===== config.mk =====
export PLATFORM = sky130hd
export DESIGN_NAME = store_buffer_flat
export DESIGN_NICKNAME = d
export VERILOG_FILES = /design/src/rtl/store_buffer_if.sv /design/src/rtl/store_buffer.sv /design/src/flat_wrapper.sv
export SDC_FILE = /design/constraint.sdc
export NUM_CORES = 1
export LEC_CHECK = 0
export CAP_MARGIN = 20
export CORE_MARGIN = 1.5
export CORE_UTILIZATION = 45
export DETAILED_ROUTE_END_ITERATION = 6
export MAX_ROUTING_LAYER = met4
export PLACE_DENSITY_LB_ADDON = 0.15
export SETUP_SLACK_MARGIN = 0.5
export SYNTH_ARGS = -nofsm -noshare
export SYNTH_HDL_FRONTEND = slang
export SYNTH_SLANG_ARGS = --single-unit

===== constraint.sdc =====
create_clock -name clk -period 4.25 [get_ports clk]
set_clock_uncertainty 0.15 [all_clocks]
set_input_delay 1.0625 -clock clk [delete_from_list [all_inputs] [get_ports clk]]
set_output_delay 1.0625 -clock clk [all_outputs]
set_load 0.02 [all_outputs]

===== src/rtl/store_buffer_if.sv =====
// rtl/store_buffer_if.sv - decode-side request/response and data-memory port bundle
interface store_buffer_if;
    logic        req_valid;
    logic        req_fence;
    logic        req_instr;
    logic [31:0] req_addr;
    logic [31:0] req_wdata;
    logic [3:0]  req_wstrb;
    logic        resp_ready;
    logic [31:0] resp_rdata;
    logic        mem_valid;
    logic        mem_instr;
    logic [31:0] mem_addr;
    logic [31:0] mem_wdata;
    logic [3:0]  mem_wstrb;
    logic        mem_ready;
    logic [31:0] mem_rdata;

    // store buffer side: responder toward decode, initiator toward memory
    modport slave (
        input  req_valid, req_fence, req_instr, req_addr, req_wdata, req_wstrb,
        output resp_ready, resp_rdata,
        output mem_valid, mem_instr, mem_addr, mem_wdata, mem_wstrb,
        input  mem_ready, mem_rdata
    );

    // environment side: decode requester plus data memory
    modport master (
        output req_valid, req_fence, req_instr, req_addr, req_wdata, req_wstrb,
        input  resp_ready, resp_rdata,
        input  mem_valid, mem_instr, mem_addr, mem_wdata, mem_wstrb,
        output mem_ready, mem_rdata
    );
endinterface


===== src/rtl/store_buffer.sv =====
// rtl/store_buffer.sv - posted-store FIFO between decode and data memory; STORE_BUFFER_FWD_EN enables store-to-load forwarding
module store_buffer #(
    parameter int DEPTH = 4
) (
    input  logic          clk,
    input  logic          rst,
    store_buffer_if.slave bus
);
    localparam int PW = $clog2(DEPTH);
    localparam int CW = PW + 1;
    localparam logic [CW-1:0] FULL = CW'(DEPTH);

    typedef enum logic [2:0] {F_IDLE, F_STQ, F_LDWAIT, F_LDBUSY, F_FENCE} front_t;
    typedef enum logic {B_IDLE, B_BUSY} back_t;

    front_t        front_q;
    back_t         back_q;
    logic [31:0]   cap_addr_q;
    logic [31:0]   cap_wdata_q;
    logic [3:0]    cap_wstrb_q;
    logic          cap_instr_q;
    logic [31:0]   fifo_addr_q [DEPTH];
    logic [31:0]   fifo_data_q [DEPTH];
    logic [3:0]    fifo_strb_q [DEPTH];
    logic [PW-1:0] wr_ptr_q;
    logic [PW-1:0] rd_ptr_q;
    logic [CW-1:0] count_q;
    logic          resp_ready_q;
    logic [31:0]   resp_rdata_q;
    logic          mem_valid_q;
    logic          mem_instr_q;
    logic [31:0]   mem_addr_q;
    logic [31:0]   mem_wdata_q;
    logic [3:0]    mem_wstrb_q;

    logic          retire;
    logic          enq;
    logic          ld_go;
    logic          fwd_hit;
    logic [31:0]   fwd_data;

    // head store completes on the memory port this cycle
    assign retire = (back_q == B_BUSY) && bus.mem_ready;
    // a full FIFO still accepts when the head frees its slot in the same cycle
    assign enq    = (front_q == F_STQ) && ((count_q != FULL) || retire);
    // loads only go to memory once every older store has drained
    assign ld_go  = (front_q == F_LDWAIT) && (count_q == '0) && (back_q == B_IDLE) && !retire;

`ifdef STORE_BUFFER_FWD_EN
    // youngest buffered store to the load's word; forward only if it covers the whole word
    always_comb begin
        fwd_hit  = 1'b0;
        fwd_data = '0;
        for (int i = 0; i < DEPTH; i++) begin
            if ((CW'(i) < count_q) &&
                (fifo_addr_q[rd_ptr_q + PW'(i)][31:2] == cap_addr_q[31:2])) begin
                fwd_hit  = (fifo_strb_q[rd_ptr_q + PW'(i)] == 4'hF);
                fwd_data = fifo_data_q[rd_ptr_q + PW'(i)];
            end
        end
    end
`else
    assign fwd_hit  = 1'b0;
    assign fwd_data = '0;
`endif

    // front (decode) FSM, back (drain) FSM, FIFO storage and registered outputs
    always_ff @(posedge clk) begin
        if (!rst) begin
            front_q      <= F_IDLE;
            back_q       <= B_IDLE;
            cap_addr_q   <= '0;
            cap_wdata_q  <= '0;
            cap_wstrb_q  <= '0;
            cap_instr_q  <= 1'b0;
            wr_ptr_q     <= '0;
            rd_ptr_q     <= '0;
            count_q      <= '0;
            resp_ready_q <= 1'b0;
            resp_rdata_q <= '0;
            mem_valid_q  <= 1'b0;
            mem_instr_q  <= 1'b0;
            mem_addr_q   <= '0;
            mem_wdata_q  <= '0;
            mem_wstrb_q  <= '0;
        end else begin
            resp_ready_q <= 1'b0;
            resp_rdata_q <= '0;

            case (front_q)
                F_IDLE: begin
                    if (bus.req_fence) begin
                        front_q <= F_FENCE;
                    end else if (bus.req_valid) begin
                        cap_addr_q  <= bus.req_addr;
                        cap_wdata_q <= bus.req_wdata;
                        cap_wstrb_q <= bus.req_wstrb;
                        cap_instr_q <= bus.req_instr;
                        front_q     <= (bus.req_wstrb != 4'h0) ? F_STQ : F_LDWAIT;
                    end
                end
                F_STQ: begin
                    if (enq) begin
                        resp_ready_q <= 1'b1;
                        front_q      <= F_IDLE;
                    end
                end
                F_LDWAIT: begin
                    if (fwd_hit) begin
                        resp_ready_q <= 1'b1;
                        resp_rdata_q <= fwd_data;
                        front_q      <= F_IDLE;
                    end else if (ld_go) begin
                        mem_valid_q <= 1'b1;
                        mem_instr_q <= cap_instr_q;
                        mem_addr_q  <= cap_addr_q;
                        mem_wdata_q <= '0;
                        mem_wstrb_q <= 4'h0;
                        front_q     <= F_LDBUSY;
                    end
                end
                F_LDBUSY: begin
                    if (bus.mem_ready) begin
                        resp_ready_q <= 1'b1;
                        resp_rdata_q <= bus.mem_rdata;
                        mem_valid_q  <= 1'b0;
                        front_q      <= F_IDLE;
                    end
                end
                F_FENCE: begin
                    if ((count_q == '0) && (back_q == B_IDLE)) begin
                        resp_ready_q <= 1'b1;
                        front_q      <= F_IDLE;
                    end
                end
                default: front_q <= F_IDLE;
            endcase

            case (back_q)
                B_IDLE: begin
                    if ((count_q != '0) && (front_q != F_LDBUSY)) begin
                        mem_valid_q <= 1'b1;
                        mem_instr_q <= 1'b0;
                        mem_addr_q  <= fifo_addr_q[rd_ptr_q];
                        mem_wdata_q <= fifo_data_q[rd_ptr_q];
                        mem_wstrb_q <= fifo_strb_q[rd_ptr_q];
                        back_q      <= B_BUSY;
                    end
                end
                B_BUSY: begin
                    if (bus.mem_ready) begin
                        mem_valid_q <= 1'b0;
                        rd_ptr_q    <= rd_ptr_q + PW'(1);
                        back_q      <= B_IDLE;
                    end
                end
                default: back_q <= B_IDLE;
            endcase

            if (enq) begin
                fifo_addr_q[wr_ptr_q] <= cap_addr_q;
                fifo_data_q[wr_ptr_q] <= cap_wdata_q;
                fifo_strb_q[wr_ptr_q] <= cap_wstrb_q;
                wr_ptr_q              <= wr_ptr_q + PW'(1);
            end

            if (enq && !retire) begin
                count_q <= count_q + CW'(1);
            end else if (!enq && retire) begin
                count_q <= count_q - CW'(1);
            end
        end
    end

    assign bus.resp_ready = resp_ready_q;
    assign bus.resp_rdata = resp_rdata_q;
    assign bus.mem_valid  = mem_valid_q;
    assign bus.mem_instr  = mem_instr_q;
    assign bus.mem_addr   = mem_addr_q;
    assign bus.mem_wdata  = mem_wdata_q;
    assign bus.mem_wstrb  = mem_wstrb_q;
endmodule

===== src/flat_wrapper.sv =====
// flat-port wrapper written by rule: the top's interface ports become plain ports
module store_buffer_flat 
#(
    parameter int DEPTH = 4
)
  (clk, rst, bus_req_valid, bus_req_fence, bus_req_instr, bus_req_addr, bus_req_wdata, bus_req_wstrb, bus_resp_ready, bus_resp_rdata, bus_mem_valid, bus_mem_instr, bus_mem_addr, bus_mem_wdata, bus_mem_wstrb, bus_mem_ready, bus_mem_rdata);
  store_buffer_if bus_i ();
  input  logic clk;
  input  logic rst;
  input wire logic [$bits(bus_i.req_valid)-1:0] bus_req_valid;
  input wire logic [$bits(bus_i.req_fence)-1:0] bus_req_fence;
  input wire logic [$bits(bus_i.req_instr)-1:0] bus_req_instr;
  input wire logic [$bits(bus_i.req_addr)-1:0] bus_req_addr;
  input wire logic [$bits(bus_i.req_wdata)-1:0] bus_req_wdata;
  input wire logic [$bits(bus_i.req_wstrb)-1:0] bus_req_wstrb;
  output wire logic [$bits(bus_i.resp_ready)-1:0] bus_resp_ready;
  output wire logic [$bits(bus_i.resp_rdata)-1:0] bus_resp_rdata;
  output wire logic [$bits(bus_i.mem_valid)-1:0] bus_mem_valid;
  output wire logic [$bits(bus_i.mem_instr)-1:0] bus_mem_instr;
  output wire logic [$bits(bus_i.mem_addr)-1:0] bus_mem_addr;
  output wire logic [$bits(bus_i.mem_wdata)-1:0] bus_mem_wdata;
  output wire logic [$bits(bus_i.mem_wstrb)-1:0] bus_mem_wstrb;
  input wire logic [$bits(bus_i.mem_ready)-1:0] bus_mem_ready;
  input wire logic [$bits(bus_i.mem_rdata)-1:0] bus_mem_rdata;
  assign bus_i.req_valid = bus_req_valid;
  assign bus_i.req_fence = bus_req_fence;
  assign bus_i.req_instr = bus_req_instr;
  assign bus_i.req_addr = bus_req_addr;
  assign bus_i.req_wdata = bus_req_wdata;
  assign bus_i.req_wstrb = bus_req_wstrb;
  assign bus_resp_ready = bus_i.resp_ready;
  assign bus_resp_rdata = bus_i.resp_rdata;
  assign bus_mem_valid = bus_i.mem_valid;
  assign bus_mem_instr = bus_i.mem_instr;
  assign bus_mem_addr = bus_i.mem_addr;
  assign bus_mem_wdata = bus_i.mem_wdata;
  assign bus_mem_wstrb = bus_i.mem_wstrb;
  assign bus_i.mem_ready = bus_mem_ready;
  assign bus_i.mem_rdata = bus_mem_rdata;
  store_buffer #(.DEPTH(DEPTH)) u_core (.clk(clk), .rst(rst), .bus(bus_i));
endmodule

# Word-level counts from Yosys, hierarchy flattened
# Memory sizes are Yosys's and may differ from the RTL's. A register that Yosys moved wholly into a read port is not among the register bits.
# Cells that the tools add are included.
# word_totals
reg_bits	183
latchBits	0
ram_bits	272
mem_bits_ro	0
out_inout_bits	103
mem_count	3
# mem_list
name	words	word_bits	rd	rd_ports_with_merged_regs	write_ports	line	source
u_core.fifo_addr_q	4	32	1	1	1	store_buffer.sv:22	logic [31:0] fifo_addr_q [DEPTH];
u_core.fifo_data_q	4	32	1	1	1	store_buffer.sv:23	logic [31:0] fifo_data_q [DEPTH];
u_core.fifo_strb_q	4	4	1	1	1	store_buffer.sv:24	logic [3:0] fifo_strb_q [DEPTH];
# classes
n_addsub	4
n_mul	0
n_div	0
magnitude_cmp	0
n_eq_ne	11
shift	0
mux	47
bitwise	2
n_reduce_logical	21
# op_table
cell	n
$mux 32	8
$mux 3	8
$mux 4	4
$mux 1	15
$pmux 3 s5	1
$mux 2	7
$logic_and 1x1->1	9
$eq 3x2->1 const B	2
$logic_not 3->1	2
$ne 2x1->1 const B	3
$ne 3x3->1 const B	2
$pmux 1 s2	3
$reduce_and 3->1	2
$reduce_and 5->1	1
$add 2x1->2 const B	2
$reduce_bool 4->1	1
$add 3x1->3 const B	1
$eq 3x1->1 const B	1
$eq 3x3->1 const B	1
$ne 3x2->1 const B	1
$pmux 1 s3	1
$reduce_bool 3->1	1
$sub 3x1->3 const B	1
$logic_not 1->1	2
5 further kinds	6

# Logic depth before layout (Yosys ltp)
# Gate-level depths: netlist of the first run.
# depth
depth_word	8
depth_mapped	9

# Worst setup path after synthesis of the first run
# OpenSTA, ideal clock, no wires.
# synth_timing
path_type	input port to flip-flop
from	input port rst
to	memory u_core.fifo_addr_q[2][0], enable pin
setup_ns	0.433
arrival_ns	3.336
required_time_ns	3.667
slack_ns	0.331
cell_stages	4
cell_sequence	clkbuf_1 -> nand3b_1 -> a211oi_1 -> and2_1
# synth_via
elab_chain_cells	2
# synth_lines
element	line	source
start, declared	flat_wrapper.sv:9	input logic rst;
$mux 1	store_buffer.sv:69	if (!rst) begin
$mux 1 (not written as such)	store_buffer.sv:161	fifo_addr_q[wr_ptr_q] <= cap_addr_q;
end, declared	store_buffer.sv:22	
# Every way passes these cells.

# Final worst setup path of the first run
# layout_timing
from	input port bus_mem_ready
to	register u_core.count_q[2]
# layout_via
elab_chain_cells	6
# layout_lines
element	line	source
start, declared	flat_wrapper.sv:23	input wire logic [$bits(bus_i.mem_ready)-1:0] bus_mem_ready;
$logic_and 1x1->1 *	store_buffer.sv:43	assign retire = (back_q == B_BUSY) && bus.mem_ready;
$logic_or 1x1->1	store_buffer.sv:45	assign enq = (front_q == F_STQ) && ((count_q != FULL) || retire);
$logic_and 1x1->1	store_buffer.sv:45	
$logic_not 1->1	store_buffer.sv:169	end else if (!enq && retire) begin
$logic_and 1x1->1	store_buffer.sv:169	
$reduce_bool 2->1 (no line)	-	
end signal, assigned	store_buffer.sv:168	count_q <= count_q + CW'(1);
end signal, assigned	store_buffer.sv:170	count_q <= count_q - CW'(1);
end, declared	store_buffer.sv:27	logic [CW-1:0] count_q;
# Mark *: on every way between the ends. The rest lies on a longest branch, timed or not.
# A chain may end at the register's enable or synchronous reset.

==> flow_summary_export.csv, run 1 <==
group,metric,value,unit
status,status,"finished clean",
sta,slew_headroom,27.2,%
die,dieArea,38500,µm²
critical_path,cp_max_fo,4,
die,die_w,196,µm
synth,syn_area,16800,µm²
critical_path,critPathCaptureType,"flop",
clock_network,h-tree-depth,2,
critical_path,criticalPathCategory,"input pin to flop",
routing,route.detailed.drc,0,
placed_design,place_congestion,0.742,
sta,post-route-period-util,77.8,%
global_routing,overflow,0,
synth,synth_edf_count,272,
die,die_h,196,µm
power,swShare,28.2,%
die,pin_count,209,
routing,drt_first_pass_iters,5,
critical_path,startpoint_type,"input pin",
sta,rsz0062_at_grt,"false",
sta,fmax,303,MHz
final_layout,synthToLayoutAreaGrowth,24.1,%
synth,syn_inst,1163,
synth,synth_cell_types,43,
clock_network,cts-root-buf,"clkbuf_16",
routing,viasPerCell,5.28,
synth,synth_top_flop_cell,"edfxtp_1",
power,seqPwrFrac,45.8,%
final_layout,final_core_util,56.7,%
power,p_switching,3270,µW
power,internal_power,8340,µW
synth,ys_warn_count,0,
power,powerDensity,558,nW/µm²
placed_design,place.port_buffers,208,
synth,async_flop_share,0,%
synth,ys_seq_area_share,70.7,%
routing,wl,36.5,mm
final_layout,final_nets,1471,
die,start_util,45.7,%
clock_network,clock_latency,550,ps
routing,detail_route.wl_per_cell,19.6,µm
clock_network,post_cts_buffers,0,
critical_path,crit_arrival,3630,ps
clock_network,cts_tree,"done",
worst_hold_path,min_path_type,"flop to flop",
synth,ys_seq_elements,457,
placed_design,post-dp-hpwl,21.3,mm
final_layout,final_common_cell,"edfxtp_1",
global_routing,grt_usage,20.0,%
clock_network,cts.repair.resized,0,
sta,fin_crit,3310,ps
clock_network,cts_hold_buf,0,
routing,ant_nets,0,
global_routing,grt_pass1_vias,10089,
routing,drt_iter0_markers,488,
sta,worst_slew_pin_slew,1090,ps
flow_run,cap_violations,0,
power,p_clk_share,33.3,%
sta,fin_tns_setup,0,ps
synth,syn_nets,1275,
power,ir_drop,0.000452,V
power,p_leak,0.00692,µW
global_routing,grt_pass1_wl,57.6,mm
synth,avgSynthCellArea,14.4,µm²
sta,drv_slew,0,
clock_network,clkSinkCount,457,
die,fp.coreArea,36700,µm²
global_routing,antenna_found_initial,0,
final_layout,most-common-layout-cells,"edfxtp_1 (272), nand2_1 (213), clkdlybuf4s50_1 (207), dfxtp_1 (183), a21boi_0 (108)",
sta,setup_viol,0,
clock_network,cts.path.max_buffers,3,
clock_network,path_clk_slew,60,ps
die,num_rows,70,
routing,route.vias.total,9851,
critical_path,cp.required,4580,ps
power,power_frac_comb,20.9,%
sta,hold_viol_final,0,
global_routing,grt_max_degree,82,
final_layout,diodes,0,
clock_network,cts_made_buffers,47,
final_layout,drive_above_1_share,11.9,%
## cells in the mapped netlist (2+ instances only)
cell / instances / area share (%)
or3_1: 2 / 0.075
nor3b_1: 3 / 0.13
nand3_1: 40 / 1.2
mux4_2: 68 / 9.1
a21boi_0: 108 / 4.8
buf_4: 6 / 0.27
edfxtp_1: 272 / 49
buf_2: 19 / 0.57
clkbuf_1: 51 / 1.1
nand3b_1: 3 / 0.13
xnor2_1: 4 / 0.21
a21oi_1: 66 / 2.0
inv_1: 5 / 0.11
and2_1: 42 / 1.6
nor2_1: 5 / 0.11
and3_1: 2 / 0.075
dfxtp_1: 185 / 22
nand2_1: 214 / 4.8
o21ai_0: 35 / 1.0
buf_1: 3 / 0.067
ha_1: 5 / 0.37
nand2b_1: 4 / 0.15
## area by class of cell
class / count / area [µm²]
fillers: 3002 / 15900
repair buffers: 227 / 2300
clock inverters: 16 / 114
multi-input cells: 621 / 4580
flip-flops and latches: 457 / 11900
inverters: 5 / 18.8
well taps: 468 / 586
clock buffers: 71 / 1350
## sequential cells by signal, summed over array words and instances, names as in the netlist, 16 cells and up, named ones only
register	cells
u_core.fifo_addr_q	128
u_core.fifo_data_q	128
u_core.bus.mem_addr	32
u_core.bus.mem_wdata	32
u_core.bus.resp_rdata	32
u_core.cap_addr_q	32
u_core.cap_wdata_q	32
u_core.fifo_strb_q	16
## worst paths after layout
path / from / endpoint / slack [ps] / cells after the start
max: bus_mem_ready / u_core.count_q[2] / 940 / 9
min: u_core.bus.mem_addr[7] / u_core.bus.mem_addr[7] / 300 / 2
max reg2reg: u_core.back_q / u_core.count_q[2] / 1470 / 8
min reg2reg: u_core.bus.mem_addr[7] / u_core.bus.mem_addr[7] / 300 / 2
## cells by family after synthesis
group / share of synthesized area, %
DFF: 70.7
xor gates and xnor gates: 0.261
and+or+nand+nor: 8.63
adders and majority gates: 0.492
AOI/OAI and AO/OA: 8.46
muxes: 9.19
buffers and inverters: 2.22
## routing by layer
layer,wire (µm),vias to the layer above,track usage [%]
met4,603,0,4.64
li1,-,4657,-
met3,2110,47,4.23
met1,16400,4893,26.4
met5,0,-,-
met2,17400,254,31.9
## per-stage QoR
step / std cells / setup WS, ps / cell area [µm²] / total power, µW / hold slack (ps)
2_1_floorplan: 1163 / 1070 / 16800 / 6840 / 278
3_3_place_gp: 1778 / 427 / 19400 / 7840 / 296
3_5_place_dp: 1778 / 415 / 19400 / 7870 / 296
4_1_cts: 1865 / 976 / 20800 / 11700 / 304
5_1_grt: 1865 / 800 / 20800 / 12100 / 322
6_report: 1865 / 945 / 20800 / 11600 / 302
## worst max-delay path: stages
cell	delay, ps
clkdlybuf4s50_1	540
nand2_1	180
a2111oi_4	430
ha_1	260
inv_1	70
fa_1	430
xor2_1	180
or3_1	300
a21boi_0	170
## power groups by stage
stage / sequential [µW] / combinational (µW) / clock (µW)
final: 5320 / 2430 / 3860
after global routing: 5380 / 2650 / 4120
after CTS: 5330 / 2460 / 3950
after detailed placement: 5420 / 2450 / 0
after global placement: 5410 / 2430 / 0
after floorplan: 5580 / 1260 / 0
(Power assumes the default switching activity.)
==> run 2: changes to the inputs <==
clock period = 2.85 ns   (was 4.25 ns; I/O delays follow)
==> run 2 against run 1 <==
  * The run now ends with design-rule violations left
  * Cell area is 1.5% higher
  * Flip-flop and latch count stayed put
  * Sequential share of layout area is 0.83 points lower
  * Hold slack worse by 3.0 ps
  * First-iteration DRC count is 22% higher
  * Count of clock-buffer cells in the layout is 6 lower
  * Setup slack worse by 440 ps
  * Sequential power is 49% higher
  * Wire length is 2.3% higher
  * Combinational power is 48% higher
  * Critical endpoint unchanged
==> flow_summary_export.csv, run 2 (synthesized netlist as in run 1, its figures left out) <==
group,metric,value,unit
global_routing,antenna_found_initial,0,
global_routing,grt_pass1_vias,10292,
routing,detail_route.wl_per_cell,19.8,µm
die,fp.coreArea,36700,µm²
critical_path,startpoint_type,"flop",
routing,routed-wl-met2,18.5,mm
clock_network,cts_hold_buf,0,
global_routing,overflow,0,
critical_path,criticalPathCategory,"flop to flop",
sta,worst_slew_pin_slew,830,ps
clock_network,clkSinkCount,457,
routing,viasPerCell,5.31,
die,num_rows,70,
final_layout,biggestRegsByFlops,"u_core.fifo_addr_q (128), u_core.fifo_data_q (128)",
routing,drt-met1-wl,16.4,mm
global_routing,grt_max_degree,86,
sta,fmax,427,MHz
critical_path,slowest_stage,"a2111oi_4",
power,p_leak,0.00765,µW
sta,worst_slack,509,ps
final_layout,fin_cells,1891,
clock_network,h-tree-depth,2,
die,start_util,45.7,%
sta,drv_slew,0,
placed_design,postPlaceCellArea,19700,µm²
sta,whs,299,ps
die,die_h,196,µm
placed_design,placed_cells,1802,
clock_network,cts_made_buffers,47,
routing,route.detailed.drc,2,
worst_hold_path,min_path_type,"flop to flop",
routing,top_layer_used,"met4",
routing,drt_first_pass_iters,7,
sta,rsz0062_at_grt,"true",
critical_path,crit_family,"adder cells",
status,status,"complete, but fails checks",
sta,fin_crit,2340,ps
global_routing,grt_usage,20.4,%
clock_network,cts_tree,"done",
clock_network,cts-root-buf,"clkbuf_16",
placed_design,post-dp-hpwl,22.2,mm
status,violations,"design-rule violations",
sta,hold_viol_final,0,
global_routing,grt_pass1_wl,58.3,mm
power,ir_drop,0.000682,V
critical_path,crit_arrival,2670,ps
routing,route.vias.total,10039,
final_layout,drive_above_1_share,14.1,%
critical_path,critPathBufInv,1,
flow_run,cap_violations,0,
sta,post-route-period-util,82.1,%
critical_path,critPathCaptureType,"flop",
critical_path,cp_max_fo,5,
final_layout,diodes,0,
final_layout,seq_area,11900,µm²
routing,wl,37.4,mm
die,dieArea,38500,µm²
critical_path,crit_chain,"nor3b_4, a2111oi_4, ha_2, inv_2, fa_2, xor2_1, or3_1, a21boi_1",
critical_path,slowest_delay,380,ps
final_layout,fin_area,21100,µm²
power,powerDensity,823,nW/µm²
final_layout,multi_input_area,4610,µm²
sta,slew_headroom,44.7,%
placed_design,pre_cts_ws,-377,ps
routing,met3_length,1.77,mm
final_layout,most-common-layout-cells,"edfxtp_1 (272), nand2_1 (212), dfxtp_1 (179), a21boi_0 (107), clkdlybuf4s50_1 (107)",
critical_path,cp.required,3180,ps
sta,setup_viol,0,
die,pin_count,209,
die,die_w,196,µm
routing,drt_iter0_markers,595,
final_layout,final_common_cell,"edfxtp_1",
final_layout,fillers,2963,
final_layout,synthToLayoutAreaGrowth,26.0,%
clock_network,path_clk_slew,60,ps
clock_network,cts.path.max_buffers,3,
clock_network,clock_latency,560,ps
placed_design,place.port_buffers,208,
sta,fin_tns_setup,0,ps
placed_design,place_congestion,0.761,
final_layout,final_nets,1496,
routing,ant_nets,0,
[run 2: cell types whose count changed in the layout (fill, tap and decap cells not counted), sizes merged]
cell	previous run	this run
clkdlybuf4s50	207	107
clkbuf	71	65
clkdlybuf4s15	0	1
dlymetal6s2s	0	9
dlygate4sd2	0	90
clkinv	14	19
bufinv	1	3
buf	20	45
[run 2: final cells by class]
type,count,area share [%]
sequential,457,56.2
multi-input combinational,621,21.8
timing repair buffer,252,12.1
clock buffer,65,6.08
tap,468,2.77
clock inverter,23,0.941
inverter,5,0.0888
[run 2: through the flow]
stage	power, µW	util [%]
after CTS	17600	57.5
after detailed placement	11900	53.8
after global placement	11900	53.8
final	17400	57.6
after floorplan	10200	-
after global routing	18200	57.6
[run 2: final timing paths]
kind / start / endpoint / slack, ps / cells past startpoint
max reg2reg: u_core.count_q[2] / u_core.count_q[2] / 510 / 8
min: u_core.bus.mem_addr[1] / u_core.bus.mem_addr[1] / 300 / 2
min reg2reg: u_core.bus.mem_addr[1] / u_core.bus.mem_addr[1] / 300 / 2
max: u_core.count_q[2] / u_core.count_q[2] / 510 / 8
[run 2: power breakdown]
| group | total, µW | internal, µW | switching [µW] |
|---|---|---|---|
| Clock | 5890 | 3430 | 2460 |
| Combinational | 3590 | 1480 | 2110 |
| Sequential | 7930 | 7520 | 406 |
| Total | 17400 | 12400 | 4980 |
[run 2: worst reg2reg max path: cells and delay by family (launching register included)]
family          cells  cell delay (ps)
buf+inv             1               40
simple gates        2              490
fa+ha+maj           2              580
flops               1              350
compound gates      2              500
xor+xnor            1              160
[run 2: metal layers]
metal | global-route usage (%) | vias up
li1 | - | 4688
met1 | 26.2 | 5048
met2 | 33.7 | 253
met3 | 3.42 | 50
met4 | 5.21 | 0
met5 | - | -
[run 2: timing repair]
| item | in CTS | in global routing |
|---|---|---|
| hold endpoints to repair | 0 | 0 |
| setup endpoints to repair | 92 | 37 |
| buffers inserted | 0 | 1 |
| gates resized for setup | 91 | 16 |
| pin swaps | 0 | 2 |
==> run 3: changes to the inputs <==
clock period = 1.9 ns   (was 2.85 ns; I/O delays follow)
==> run 3 against run 2 <==
  * The run ends with negative setup slack left
  * Global-route usage grew 1.2 points
  * Power increased by 64%
  * Non-clock buffer count is 111 higher
  * Combinational power increased by 120%
  * Sequential power up 51%
  * Wire length up 12%
  * Utilization increased by 6.2 points
  * Final cell count rose by 5.7%
  * Setup slack lost 980 ps
  * Cell area rose by 11%
  * Critical path depth is the same
  * First-iteration DRC count is 1.7% higher
  * Largest cell class unchanged
  * Largest power group unchanged
==> flow_summary_export.csv, run 3 (synthesized netlist as in run 1, its figures left out) <==
group,metric,value,unit
sta,slew_headroom,68.3,%
critical_path,rrSetupSlack,-470,ps
placed_design,post-dp-hpwl,23.5,mm
sta,fmax,422,MHz
clock_network,cts_made_buffers,46,
routing,viasPerCell,5.32,
global_routing,grt_max_degree,115,
die,start_util,45.7,%
global_routing,grt_usage,21.5,%
power,p_leak,0.00834,µW
routing,drt_iter0_markers,605,
placed_design,placed_cells,1829,
sta,hold_viol_final,0,
sta,worst_slack,-472,ps
global_routing,grt_pass1_wl,60.9,mm
critical_path,cp.required,2240,ps
die,pin_count,209,
clock_network,clock_latency,580,ps
final_layout,fillers,2611,
critical_path,criticalPathCategory,"flop to flop",
routing,ant_nets,0,
clock_network,cts.path.max_buffers,3,
global_routing,grt_pass1_vias,10636,
sta,fin_tns_setup,-83490,ps
final_layout,seq_area,12000,µm²
worst_hold_path,hp-start,"u_core.cap_instr_q",
routing,detail_route.wl_per_cell,20.9,µm
sta,fin_crit,2370,ps
critical_path,r2r_end,"u_core.count_q[2]",
final_layout,fin_cells,1998,
placed_design,place_congestion,0.745,
global_routing,overflow,0,
routing,drt_first_pass_iters,5,
worst_hold_path,min_path_type,"flop to flop",
final_layout,final_common_cell,"edfxtp_1",
final_layout,most-common-layout-cells,"edfxtp_1 (272), nand2_1 (211), buf_6 (125), dfxtp_2 (106), a21boi_0 (104)",
final_layout,final_core_util,63.8,%
clock_network,path_clk_slew,60,ps
critical_path,r2r_start,"u_core.count_q[2]",
critical_path,cp_max_fo,2,
sta,drv_slew,0,
final_layout,fin_area,23400,µm²
final_layout,diodes,0,
final_layout,final_nets,1606,
worst_hold_path,holdPathStages,2,
placed_design,place.port_buffers,208,
final_layout,multi_input_area,4640,µm²
final_layout,synthToLayoutAreaGrowth,39.5,%
global_routing,antenna_found_initial,0,
die,num_rows,70,
routing,route.detailed.drc,0,
power,ir_drop,0.000687,V
critical_path,ff2ff_path_depth,8,
placed_design,postPlaceCellArea,20100,µm²
die,dieArea,38500,µm²
die,die_w,196,µm
status,status,"complete, but fails checks",
die,fp.coreArea,36700,µm²
flow_run,cap_violations,0,
sta,rsz0062_at_grt,"true",
clock_network,cts_hold_buf,0,
routing,wl,41.7,mm
critical_path,crit_arrival,2710,ps
clock_network,clkSinkCount,457,
die,die_h,196,µm
worst_hold_path,min_to,"u_core.bus.mem_instr",
routing,route.vias.total,10626,
clock_network,h-tree-depth,2,
power,powerDensity,1220,nW/µm²
final_layout,drive_above_1_share,34.4,%
critical_path,startpoint_type,"flop",
critical_path,critPathCaptureType,"flop",
final_layout,biggestRegsByFlops,"u_core.fifo_addr_q (128), u_core.fifo_data_q (128)",
sta,post-route-period-util,125,%
sta,setup_viol,325,
sta,worst_slew_pin_slew,475,ps
clock_network,cts_tree,"done",
clock_network,cts-root-buf,"clkbuf_16",
status,violations,"negative setup slack",
[run 3: cell count changes in the layout (fill, tap and decap cells not counted), sizes merged]
cell / before / now
buf: 45 / 242
dlygate4sd2: 90 / 1
clkbuf: 65 / 80
dlymetal6s2s: 9 / 0
clkdlybuf4s50: 107 / 103
clkinv: 19 / 17
bufinv: 3 / 2
clkdlybuf4s15: 1 / 0
clkinvlp: 0 / 1
[run 3: worst max path at each step]
stage / start / end / slack, ps
after global placement: bus_mem_ready / u_core.count_q[2] / -1060
final: u_core.count_q[2] / u_core.count_q[2] / -470
after detailed placement: bus_mem_ready / u_core.count_q[2] / -1170
after global routing: u_core.count_q[2] / u_core.count_q[2] / -540
after floorplan: bus_mem_ready / u_core.count_q[2] / -460
after CTS: u_core.back_q / u_core.count_q[2] / -390
[run 3: cell type report]
type / count / share of cell area, %
clock buffers: 63 / 5.71
clock inverters: 21 / 0.636
inverters: 5 / 0.0802
multi-input cells: 621 / 19.8
flip-flops and latches: 457 / 51.3
well taps: 468 / 2.50
repair buffers: 363 / 19.9
[run 3: repair_timing]
action / CTS / global route
pin swaps: 4 / 8
gates resized for setup: 763 / 35
setup buffers: 29 / 21
endpoints found under the setup margin: 556 / 556
gates cloned: 15 / 20
[run 3: routing by layer]
metal	GRT usage, %	vias to the layer above	wire length, µm
met1	27.7	5299	18000
met4	5.44	0	827
li1	-	4933	-
met2	34.9	331	20300
met3	4.71	63	2630
met5	-	-	0
[run 3: power breakdown]
group / total (µW) / leakage (µW) / internal, µW / switching (µW)
Sequential: 12000 / 0.00411 / 11400 / 601
Combinational: 7760 / 0.00349 / 3960 / 3800
Clock: 8880 / 0.000734 / 5170 / 3700
Total: 28600 / 0.00834 / 20500 / 8110
[run 3: per-stage QoR]
step / setup slack, ps / power, µW / hold WS, ps
after floorplan: -455 / 15300 / 278
after global placement: -1060 / 18400 / 287
after detailed placement: -1170 / 18400 / 291
after CTS: -393 / 27700 / 271
after global routing: -544 / 29800 / 290
final: -472 / 28600 / 296
[run 3: critical path: stages (launching register included)]
cell and delay (ps):
dfxtp_1 330, nor3b_4 170, a2111oi_4 310, ha_2 260, inv_2 40, fa_2 350, xor2_1 150, or3_1 350
a21boi_2 180
